`config.mk`:
```
export PLATFORM = sky130hd
export DESIGN_NAME = pc_predict
export DESIGN_NICKNAME = d
export VERILOG_FILES = /design/src/rtl/pc_predict_pkg.sv /design/src/rtl/pc_predict_table.sv /design/src/rtl/pc_predict.sv
export SDC_FILE = /design/constraint.sdc
export NUM_CORES = 1
export LEC_CHECK = 0
export ABC_AREA = 1
export CAP_MARGIN = 20
export CORE_MARGIN = 2
export CORE_UTILIZATION = 40
export CTS_BUF_LIST = sky130_fd_sc_hd__clkbuf_8
export DETAILED_ROUTE_END_ITERATION = 7
export DONT_BUFFER_PORTS = 1
export HOLD_SLACK_MARGIN = 0.1
export PLACE_DENSITY_LB_ADDON = 0.2
export SLEW_MARGIN = 40
export SYNTH_ARGS = -nofsm -noshare
export SYNTH_HDL_FRONTEND = slang
export SYNTH_HIERARCHICAL = 1
export SYNTH_SLANG_ARGS = --single-unit
```
`constraint.sdc`:
```
create_clock -name clk -period 3.4 [get_ports clk]
set_input_delay 0 -clock clk [delete_from_list [all_inputs] [get_ports clk]]
set_output_delay 0 -clock clk [all_outputs]
set_load 0.005 [all_outputs]
```
`src/rtl/pc_predict_pkg.sv`:
```
// Shared definitions for the fetch PC generator and tournament predictor:
// opcodes decoded at fetch, the 2-bit counter type and its update rule.
package pc_predict_pkg;

  localparam logic [6:0] OPC_BRANCH = 7'b1100011;
  localparam logic [6:0] OPC_JAL    = 7'b1101111;

  typedef logic [1:0] cnt_t;

  // Weak not-taken for direction tables, weak bimodal for the chooser.
  localparam cnt_t CNT_INIT = 2'b01;

  // Saturating 2-bit counter step toward 'up' (inc stops at 3, dec at 0).
  function automatic cnt_t sat_update(input cnt_t cnt, input logic up);
    cnt_t res;
    if (up) begin
      if (cnt == 2'b11) res = cnt;
      else              res = cnt + 2'b01;
    end else begin
      if (cnt == 2'b00) res = cnt;
      else              res = cnt - 2'b01;
    end
    return res;
  endfunction

endpackage

```
`src/rtl/pc_predict_table.sv`:
```
// pred_table: 2^IDX_W x 2-bit counter array with a combinational fetch read
// port, a combinational training read port and one synchronous write port.
// A write is seen by the read ports only from the following cycle.
module pred_table
  import pc_predict_pkg::*;
#(
  parameter int IDX_W = 6
) (
  input  logic             clk,
  input  logic             rst,
  input  logic [IDX_W-1:0] rd_idx,
  output cnt_t             rd_data,
  input  logic [IDX_W-1:0] tr_idx,
  output cnt_t             tr_data,
  input  logic             we,
  input  logic [IDX_W-1:0] wr_idx,
  input  cnt_t             wr_data
);

  localparam int DEPTH = 1 << IDX_W;

  cnt_t mem_q [DEPTH];
  cnt_t mem_d [DEPTH];

  assign rd_data = mem_q[rd_idx];
  assign tr_data = mem_q[tr_idx];

  // Next table contents: apply the single training write, if any.
  always_comb begin
    mem_d = mem_q;
    if (we) begin
      mem_d[wr_idx] = wr_data;
    end else begin
      mem_d = mem_q;
    end
  end

  // Counter storage; every entry returns to CNT_INIT on reset.
  always_ff @(posedge clk or negedge rst) begin
    if (!rst) begin
      for (int i = 0; i < DEPTH; i++) begin
        mem_q[i] <= CNT_INIT;
      end
    end else begin
      mem_q <= mem_d;
    end
  end

endmodule

```
`src/rtl/pc_predict.sv`:
```
// pc_predict: fetch PC generator with a bimodal/gshare tournament predictor.
// Optional feature macro: PC_PREDICT_PERF_EN adds branch and mispredict
// counters (br_cnt_o, mispred_cnt_o).
module pc_predict
  import pc_predict_pkg::*;
#(
  parameter logic [31:0] RESET_PC = 32'h0000_0000,
  parameter int          IDX_W    = 6,
  parameter int          GHR_W    = 6
) (
  input  logic        clk,
  input  logic        rst,
  input  logic [5:0]  stall,
  input  logic [31:0] if_inst,
  input  logic        ex_br_valid,
  input  logic [31:0] ex_br_pc,
  input  logic        ex_br_taken,
  input  logic        ex_pre_take,
  input  logic        ex_redirect,
  input  logic [31:0] ex_redirect_pc,
  output logic [31:0] pc_o,
  output logic        ce_o,
  output logic        pre_take_or_not_o,
  output logic        pre_sel_o
`ifdef PC_PREDICT_PERF_EN
  ,
  output logic [31:0] br_cnt_o,
  output logic [31:0] mispred_cnt_o
`endif
);

  logic [31:0]      pc_q, pc_d;
  logic             ce_q, ce_d;
  logic [GHR_W-1:0] ghr_q, ghr_d;

  logic [IDX_W-1:0] f_bi_s, f_gi_s, t_bi_s, t_gi_s;
  cnt_t             bim_rd_s, gsh_rd_s, cho_rd_s;
  cnt_t             bim_tr_s, gsh_tr_s, cho_tr_s;
  cnt_t             bim_wr_s, gsh_wr_s, cho_wr_s;
  logic             cho_we_s, bim_ok_s, gsh_ok_s;
  logic             take_s, sel_s;
  logic [31:0]      target_s, b_imm_s, j_imm_s, pc_inc_s;

  // Fetch uses the live GHR; training recomputes with the GHR of its own cycle.
  assign f_bi_s = pc_q[IDX_W+1:2];
  assign f_gi_s = f_bi_s ^ IDX_W'(ghr_q);
  assign t_bi_s = ex_br_pc[IDX_W+1:2];
  assign t_gi_s = t_bi_s ^ IDX_W'(ghr_q);

  pred_table #(.IDX_W(IDX_W)) u_bim (
    .clk(clk), .rst(rst), .rd_idx(f_bi_s), .rd_data(bim_rd_s),
    .tr_idx(t_bi_s), .tr_data(bim_tr_s),
    .we(ex_br_valid), .wr_idx(t_bi_s), .wr_data(bim_wr_s)
  );

  pred_table #(.IDX_W(IDX_W)) u_gsh (
    .clk(clk), .rst(rst), .rd_idx(f_gi_s), .rd_data(gsh_rd_s),
    .tr_idx(t_gi_s), .tr_data(gsh_tr_s),
    .we(ex_br_valid), .wr_idx(t_gi_s), .wr_data(gsh_wr_s)
  );

  pred_table #(.IDX_W(IDX_W)) u_cho (
    .clk(clk), .rst(rst), .rd_idx(f_bi_s), .rd_data(cho_rd_s),
    .tr_idx(t_bi_s), .tr_data(cho_tr_s),
    .we(cho_we_s), .wr_idx(t_bi_s), .wr_data(cho_wr_s)
  );

  assign b_imm_s  = {{19{if_inst[31]}}, if_inst[31], if_inst[7],
                     if_inst[30:25], if_inst[11:8], 1'b0};
  assign j_imm_s  = {{11{if_inst[31]}}, if_inst[31], if_inst[19:12],
                     if_inst[20], if_inst[30:21], 1'b0};
  assign pc_inc_s = pc_q + 32'd4;

  // Decode the fetched instruction and form prediction and target.
  always_comb begin
    take_s   = 1'b0;
    sel_s    = 1'b0;
    target_s = pc_inc_s;
    case (if_inst[6:0])
      OPC_BRANCH: begin
        sel_s    = cho_rd_s[1];
        target_s = pc_q + b_imm_s;
        if (cho_rd_s[1]) take_s = gsh_rd_s[1];
        else             take_s = bim_rd_s[1];
      end
      OPC_JAL: begin
        take_s   = 1'b1;
        target_s = pc_q + j_imm_s;
      end
      default: begin
        take_s   = 1'b0;
        sel_s    = 1'b0;
        target_s = pc_inc_s;
      end
    endcase
  end

  // Next fetch PC: redirect beats stall beats prediction; frozen until ce is up.
  always_comb begin
    ce_d = 1'b1;
    pc_d = pc_q;
    if (!ce_q)              pc_d = pc_q;
    else if (ex_redirect)   pc_d = ex_redirect_pc;
    else if (stall[0])      pc_d = pc_q;
    else if (take_s)        pc_d = target_s;
    else                    pc_d = pc_inc_s;
  end

  // Training: both direction tables learn the outcome; chooser only on disagreement.
  always_comb begin
    bim_wr_s = sat_update(bim_tr_s, ex_br_taken);
    gsh_wr_s = sat_update(gsh_tr_s, ex_br_taken);
    bim_ok_s = (bim_tr_s[1] == ex_br_taken);
    gsh_ok_s = (gsh_tr_s[1] == ex_br_taken);
    cho_wr_s = sat_update(cho_tr_s, gsh_ok_s);
    cho_we_s = ex_br_valid & (bim_ok_s != gsh_ok_s);
    if (ex_br_valid) ghr_d = {ghr_q[GHR_W-2:0], ex_br_taken};
    else             ghr_d = ghr_q;
  end

  // PC, chip enable and global history registers.
  always_ff @(posedge clk or negedge rst) begin
    if (!rst) begin
      pc_q  <= RESET_PC;
      ce_q  <= 1'b0;
      ghr_q <= '0;
    end else begin
      pc_q  <= pc_d;
      ce_q  <= ce_d;
      ghr_q <= ghr_d;
    end
  end

  assign pc_o              = pc_q;
  assign ce_o              = ce_q;
  assign pre_take_or_not_o = take_s & rst;
  assign pre_sel_o         = sel_s & rst;

`ifdef PC_PREDICT_PERF_EN
  logic [31:0] br_cnt_q, br_cnt_d, mis_cnt_q, mis_cnt_d;

  // Count resolved branches and those whose carried prediction was wrong.
  always_comb begin
    br_cnt_d  = br_cnt_q;
    mis_cnt_d = mis_cnt_q;
    if (ex_br_valid) begin
      br_cnt_d = br_cnt_q + 32'd1;
      if (ex_pre_take != ex_br_taken) mis_cnt_d = mis_cnt_q + 32'd1;
      else                            mis_cnt_d = mis_cnt_q;
    end else begin
      br_cnt_d  = br_cnt_q;
      mis_cnt_d = mis_cnt_q;
    end
  end

  // Performance counter registers, wrapping at 2^32.
  always_ff @(posedge clk or negedge rst) begin
    if (!rst) begin
      br_cnt_q  <= 32'd0;
      mis_cnt_q <= 32'd0;
    end else begin
      br_cnt_q  <= br_cnt_d;
      mis_cnt_q <= mis_cnt_d;
    end
  end

  assign br_cnt_o      = br_cnt_q;
  assign mispred_cnt_o = mis_cnt_q;

  logic unused_bits_s;
  assign unused_bits_s = ^{stall[5:1], ex_br_pc[31:IDX_W+2], ex_br_pc[1:0]};
`else
  logic unused_bits_s;
  assign unused_bits_s = ^{stall[5:1], ex_br_pc[31:IDX_W+2], ex_br_pc[1:0],
                           ex_pre_take};
`endif

endmodule

```
Word-level counts from Yosys, hierarchy flattened --
Index checks and enable logic that the tools add are counted. Widths: inputs -> output; s select.
Cells by class: shift-type cells 0, multipliers 0, add/subtract/negate cells 9, multiplexer cells 41, magnitude comparators 6, bitwise operators 9, divide/modulo/power cells 0, reductions and logical operators 6, equality and inequality tests 9
Operator list (number):
- $bwmux 128 | 3
- $mux 32 | 3
- $bmux 2 s6 | 6
- $add 32x32->32 | 2
- $pmux 32 s2 | 1
- $mux 2 | 23
- $add 32x3->32 const B | 1
- $ge 7x7->1 const B | 4
- $not 6->7 | 4
- $demux 2 s6 | 2
- $eq 7x7->1 const B | 2
- $lt 7x1->1 const B | 2
- $xor 6x6->6 | 2
- $add 2x1->2 const B | 3
- $eq 2x2->1 const B | 3
- $logic_not 2->1 | 3
- $sub 2x1->2 const B | 3
- $and 1x1->1 | 3
- $eq 1x1->1 | 2
- $logic_and 1x1->1 | 2
- $mux 1 | 2
- $ne 2x1->1 const B | 1
- $pmux 1 s2 | 1
- $reduce_and 2->1 | 1
- $ne 1x1->1 | 1
Storage, ports and cells: latch bits 0, memories kept 0, RAM bits 0, register bits 423, memory bits (read-only) 0

Depth between registers and ports, before layout --
depth after elaboration 10, gate-level depth with buffers 23, depth with buffers taken out 22

Hierarchy --
The synthesis kept the hierarchy.
By module, submodules not included:
- pred_table | instances 3, cells each 1100, area each 7607.3 µm², seq. area each 3283.1 µm²
- pc_predict | instances 1, cells each 994, area each 5615.4 µm², seq. area each 975.9 µm²

Least setup slack after synthesis --
Ideal clock, no wire load.
path kind register to register, from register ghr_q[1], to register u_cho/mem_q[87] in the netlist's numbering, data arrival time 3410 ps, cell stages (with the launch flop) 19, setup slack -143 ps, library setup time 134 ps, path buffers 2, clock period less this slack 3543 ps, cell sequence dfrtp_1 -> xor2_1 -> clkbuf_1 -> inv_1 -> clkbuf_1 -> nand3_1 -> nand3_1 -> nand2_1 -> nand2_1 -> nand3_1 -> nand3_1 -> nand2_1 -> o21ai_0 -> a21oi_1 -> inv_2 -> nor3_2 -> nand2_1 -> nand2_1 -> o21ai_0
On the way: cells in the longest elaborated chain, start to end 8
Ends and longest elaborated chain:
- start: declaration | line pc_predict.sv:34 | logic [GHR_W-1:0] ghr_q, ghr_d;
- start signal: assignment | line pc_predict.sv:130 | ghr_q <= ghr_d;
- $xor 6x6->6 | line pc_predict.sv:48 | assign t_gi_s = t_bi_s ^ IDX_W'(ghr_q);
- net t_gi_s[1] | line pc_predict.sv:36 | logic [IDX_W-1:0] f_bi_s, f_gi_s, t_bi_s, t_gi_s;
- $not 6->7 (not written as such) | line pc_predict_table.sv:26 | assign tr_data = mem_q[tr_idx];
- $bmux 2 s6 | line pc_predict_table.sv:26
- $mux 2 (not written as such) (2 in series) | line pc_predict_table.sv:26
- net gsh_tr_s[1] | line pc_predict.sv:38 | cnt_t bim_tr_s, gsh_tr_s, cho_tr_s;
- $eq 1x1->1 | line pc_predict.sv:114 | gsh_ok_s = (gsh_tr_s[1] == ex_br_taken);
- $ne 1x1->1 | line pc_predict.sv:116 | cho_we_s = ex_br_valid & (bim_ok_s != gsh_ok_s);
- $and 1x1->1 | line pc_predict.sv:116
- net cho_we_s | line pc_predict.sv:40 | logic cho_we_s, bim_ok_s, gsh_ok_s;
- end signal: assignment | line pc_predict_table.sv:45 | mem_q <= mem_d;
- end: declaration | line pc_predict_table.sv:22 | cnt_t mem_q [DEPTH];
The timed path passes the listed nets, and every way through them passes these cells. The select of a mux whose other input is x is not followed. A chain may end at the register's enable or synchronous reset.

Worst setup path in the final report --
from register pc_q[2], in the netlist pc_o[2], to register pc_q[2], in the netlist pc_o[2]
RTL lines:
- start: declaration | line pc_predict.sv:32 | logic [31:0] pc_q, pc_d;
- start signal: assignment | line pc_predict.sv:128 | pc_q <= pc_d;
- $not 6->7 (not written as such) | line pc_predict_table.sv:25 | assign rd_data = mem_q[rd_idx];
- $bmux 2 s6 | line pc_predict_table.sv:25
- $mux 2 (not written as such) (2 in series) | line pc_predict_table.sv:25
- net cho_rd_s[1] | line pc_predict.sv:37 | cnt_t bim_rd_s, gsh_rd_s, cho_rd_s;
- $mux 1 | line pc_predict.sv:83 | if (cho_rd_s[1]) take_s = gsh_rd_s[1];
- $pmux 1 s2 | line pc_predict.sv:79 | case (if_inst[6:0])
- $mux 32 | line pc_predict.sv:105 | else if (take_s) pc_d = target_s;
- $mux 32 | line pc_predict.sv:104 | else if (stall[0]) pc_d = pc_q;
- $mux 32 | line pc_predict.sv:103 | else if (ex_redirect) pc_d = ex_redirect_pc;
The timed path passes the listed nets, and every way through them passes these cells. The select of a mux whose other input is x is not followed.

==> impl_metrics.tcl <==
set metrics [dict create \
    io_buffers 0 \
    top_layer "met5" \
    tritoncts.num_buffers 80 \
    place_inst 4635 \
    path_max_fanout 16 \
    initialDrtViolationCount 2577 \
    routed_wl_mm 90.0 \
    grt_pass1_wl_mm 143 \
    fmax_mhz 311 \
    grt_max_degree 425 \
    grt_pass1_vias 25000 \
    clkSinkCount 423 \
    grt_usage_pct 25.9 \
    mostFrequentLayoutCells "nand2_1, nand3_1, o21ai_0" \
    ios 143 \
    p_per_area_nw_per_um2 594 \
    violations "negative hold slack, max-slew violations" \
    wl_met3_mm 6.37 \
    syn-instance-count 3889 \
    finalNetCount 4124 \
    syn-num-nets 4032 \
    wl_met1_mm 40.8 \
    timing.final.crit_period_ns 3.21 \
    dr.pass1.iters 8 \
    max_cap_viol_count 0 \
    start_kind "register" \
    rsz0062_at_grt "yes" \
    critical_path.cell_chain "buf_4, nand2_1, nand3_1, nand3_1, nand2_1, nand2_1, nand3_1, nand3_1, nand2_1, inv_1, nand2_1, nand2_1, nand3_1, nand2_4, nor2_1, a211oi_2, buf_4, o21ai_0, dlygate4sd3_1" \
    design_area_sq_um 31000 \
    setup_ws_ns 0.186 \
    vias_per_cell 5.35 \
    worstPathArrival_ns 3.77 \
    place_congestion 0.912 \
    cellLeakagePower_nw 13.5 \
    end_kind "register" \
    drtAntennaViolNets 0 \
    wl_met2_mm 40.7 \
    hpwlAfterDp_mm 56.1 \
    slew-limit-headroom_pct -4.31 \
    antenna_found_initial 3 \
    hold_viol_final 423 \
    ir_drop_mv 0.331 \
    cts_max_level 3 \
    postPlaceCellArea_sq_um 27900 \
    path_buf_inv 4 \
    cts_tree "built" \
    die_h_microns 262 \
    finalSetupViolCount 0 \
    final_core_util_pct 47.0 \
    final_cells 4913 \
    syn_avg_cell_area_sq_um 6.87 \
    clockRootBuffer "clkbuf_8" \
    period_share_pct 94.5 \
    drc 0 \
    rows 94 \
    fin_skew_ns 0.0537 \
    crit_required_ns 3.95 \
    layout_commonest_cell "nand2_1" \
    vias 26300 \
    total_power_w 0.0184 \
    clkSlewWorstSetupHoldPaths_ns 0.06 \
    drv_slew 63 \
    pre_cts_ws_ns 0.139 \
    path_common_cell "nand2_1" \
    cp_slowest_stage_delay_ns 0.59 \
    cts_buffer_depth 3 \
    outcome "finished, violations left" \
    wl_per_cell_microns 18.3 \
    clk_latency_ns 0.69 \
    hold_path_class "in2async" \
    fp.dieW_microns 262 \
    fin_hold_ws_ns -0.971 \
    cp_top_family "simple AND/OR/NAND/NOR gates" \
    core_sq_um 66000 \
    worst_pin_slew_ns 1.56 \
    synth_area_sq_um 26700 \
    initial_core_util_pct 40.5 \
    syn_to_final_growth_pct 16.2 \
    ys_warn_count 6 \
    drive_above_1_share_pct 14.0 \
    critPathKind "reg2reg" \
    die-area_sq_um 68900 \
    grt_remaining_overflow 0 \
    cp_slowest_cell "dfrtp_4" \
]
[cell type report]
| type | instances | area [sq um] |
|---|---|---|
| multi-input combinational | 3029 | 14200 |
| clock buffer | 100 | 1380 |
| sequential | 423 | 10800 |
| inverter | 227 | 881 |
| tap | 864 | 1080 |
| antenna | 3 | 7.51 |
| fill | 6757 | 34900 |
| timing repair buffer | 220 | 2320 |
| clock inverter | 47 | 294 |
[per-stage QoR]
| step | TNS [ns] | hold slack, ns |
|---|---|---|
| floorplan | 0 | -0.296 |
| global placement | 0 | -0.254 |
| detailed placement | 0 | -0.256 |
| CTS | 0 | -0.999 |
| global route | -0.0370 | -0.998 |
| finish | 0 | -0.971 |
[timing repair]
item                       CTS  global route
hold buffers               115             3
gates cloned                 0             3
buffers inserted             1             6
pin swaps                    0             4
gates resized for setup      4            30
setup endpoints to repair    1           112
hold endpoints to repair   845           440
[worst paths after layout]
| kind | startpoint | endpoint | slack [ns] | cells after the start |
|---|---|---|---|---|
| worst min-delay path | rst | u_cho/mem_q[49] | -0.97 | 0 |
| min in group clk | ex_br_pc[7] | u_cho/mem_q[108] | 0.11 | 4 |
| worst min register to register | u_cho/mem_q[16] | u_cho/mem_q[16] | 0.47 | 2 |
| worst max-delay path | pc_o[2] | pc_o[2] | 0.19 | 19 |
| max in group asynchronous | rst | pc_o[2] | 2.98 | 0 |
| worst max register to register | pc_o[2] | pc_o[2] | 0.19 | 19 |
[metal layers]
metal | up-vias | GRT usage, %
met5 | - | 0
met4 | 2 | 8.05
met3 | 147 | 3.96
met2 | 926 | 41.0
met1 | 12300 | 36.4
li1 | 12900 | -
[registers in the layout, summed over array words and instances (netlist names)]
register / flops
ce_o: 1
ghr_q: 6
pc_o: 32
u_bim/mem_q: 128
u_cho/mem_q: 128
u_gsh/mem_q: 128
[where the power goes]
group	leakage (nW)	switching (W)	total [W]	internal, W
clock	0.969	0.00236	0.00525	0.00289
sequential	5.05	0.000938	0.00744	0.00650
combinational	7.51	0.00366	0.00576	0.00209
[worst register-to-register path, cell delays in order, from the launching register on]
cell and delay [ns]:
dfrtp_4 0.59, buf_4 0.25, nand2_1 0.09, nand3_1 0.07, nand3_1 0.11, nand2_1 0.14
nand2_1 0.09, nand3_1 0.07, nand3_1 0.07, nand2_1 0.14, inv_1 0.12, nand2_1 0.05
nand2_1 0.06, nand3_1 0.11, nand2_4 0.18, nor2_1 0.06, a211oi_2 0.14, buf_4 0.13
o21ai_0 0.06, dlygate4sd3_1 0.56
(Power assumes the default switching activity.)
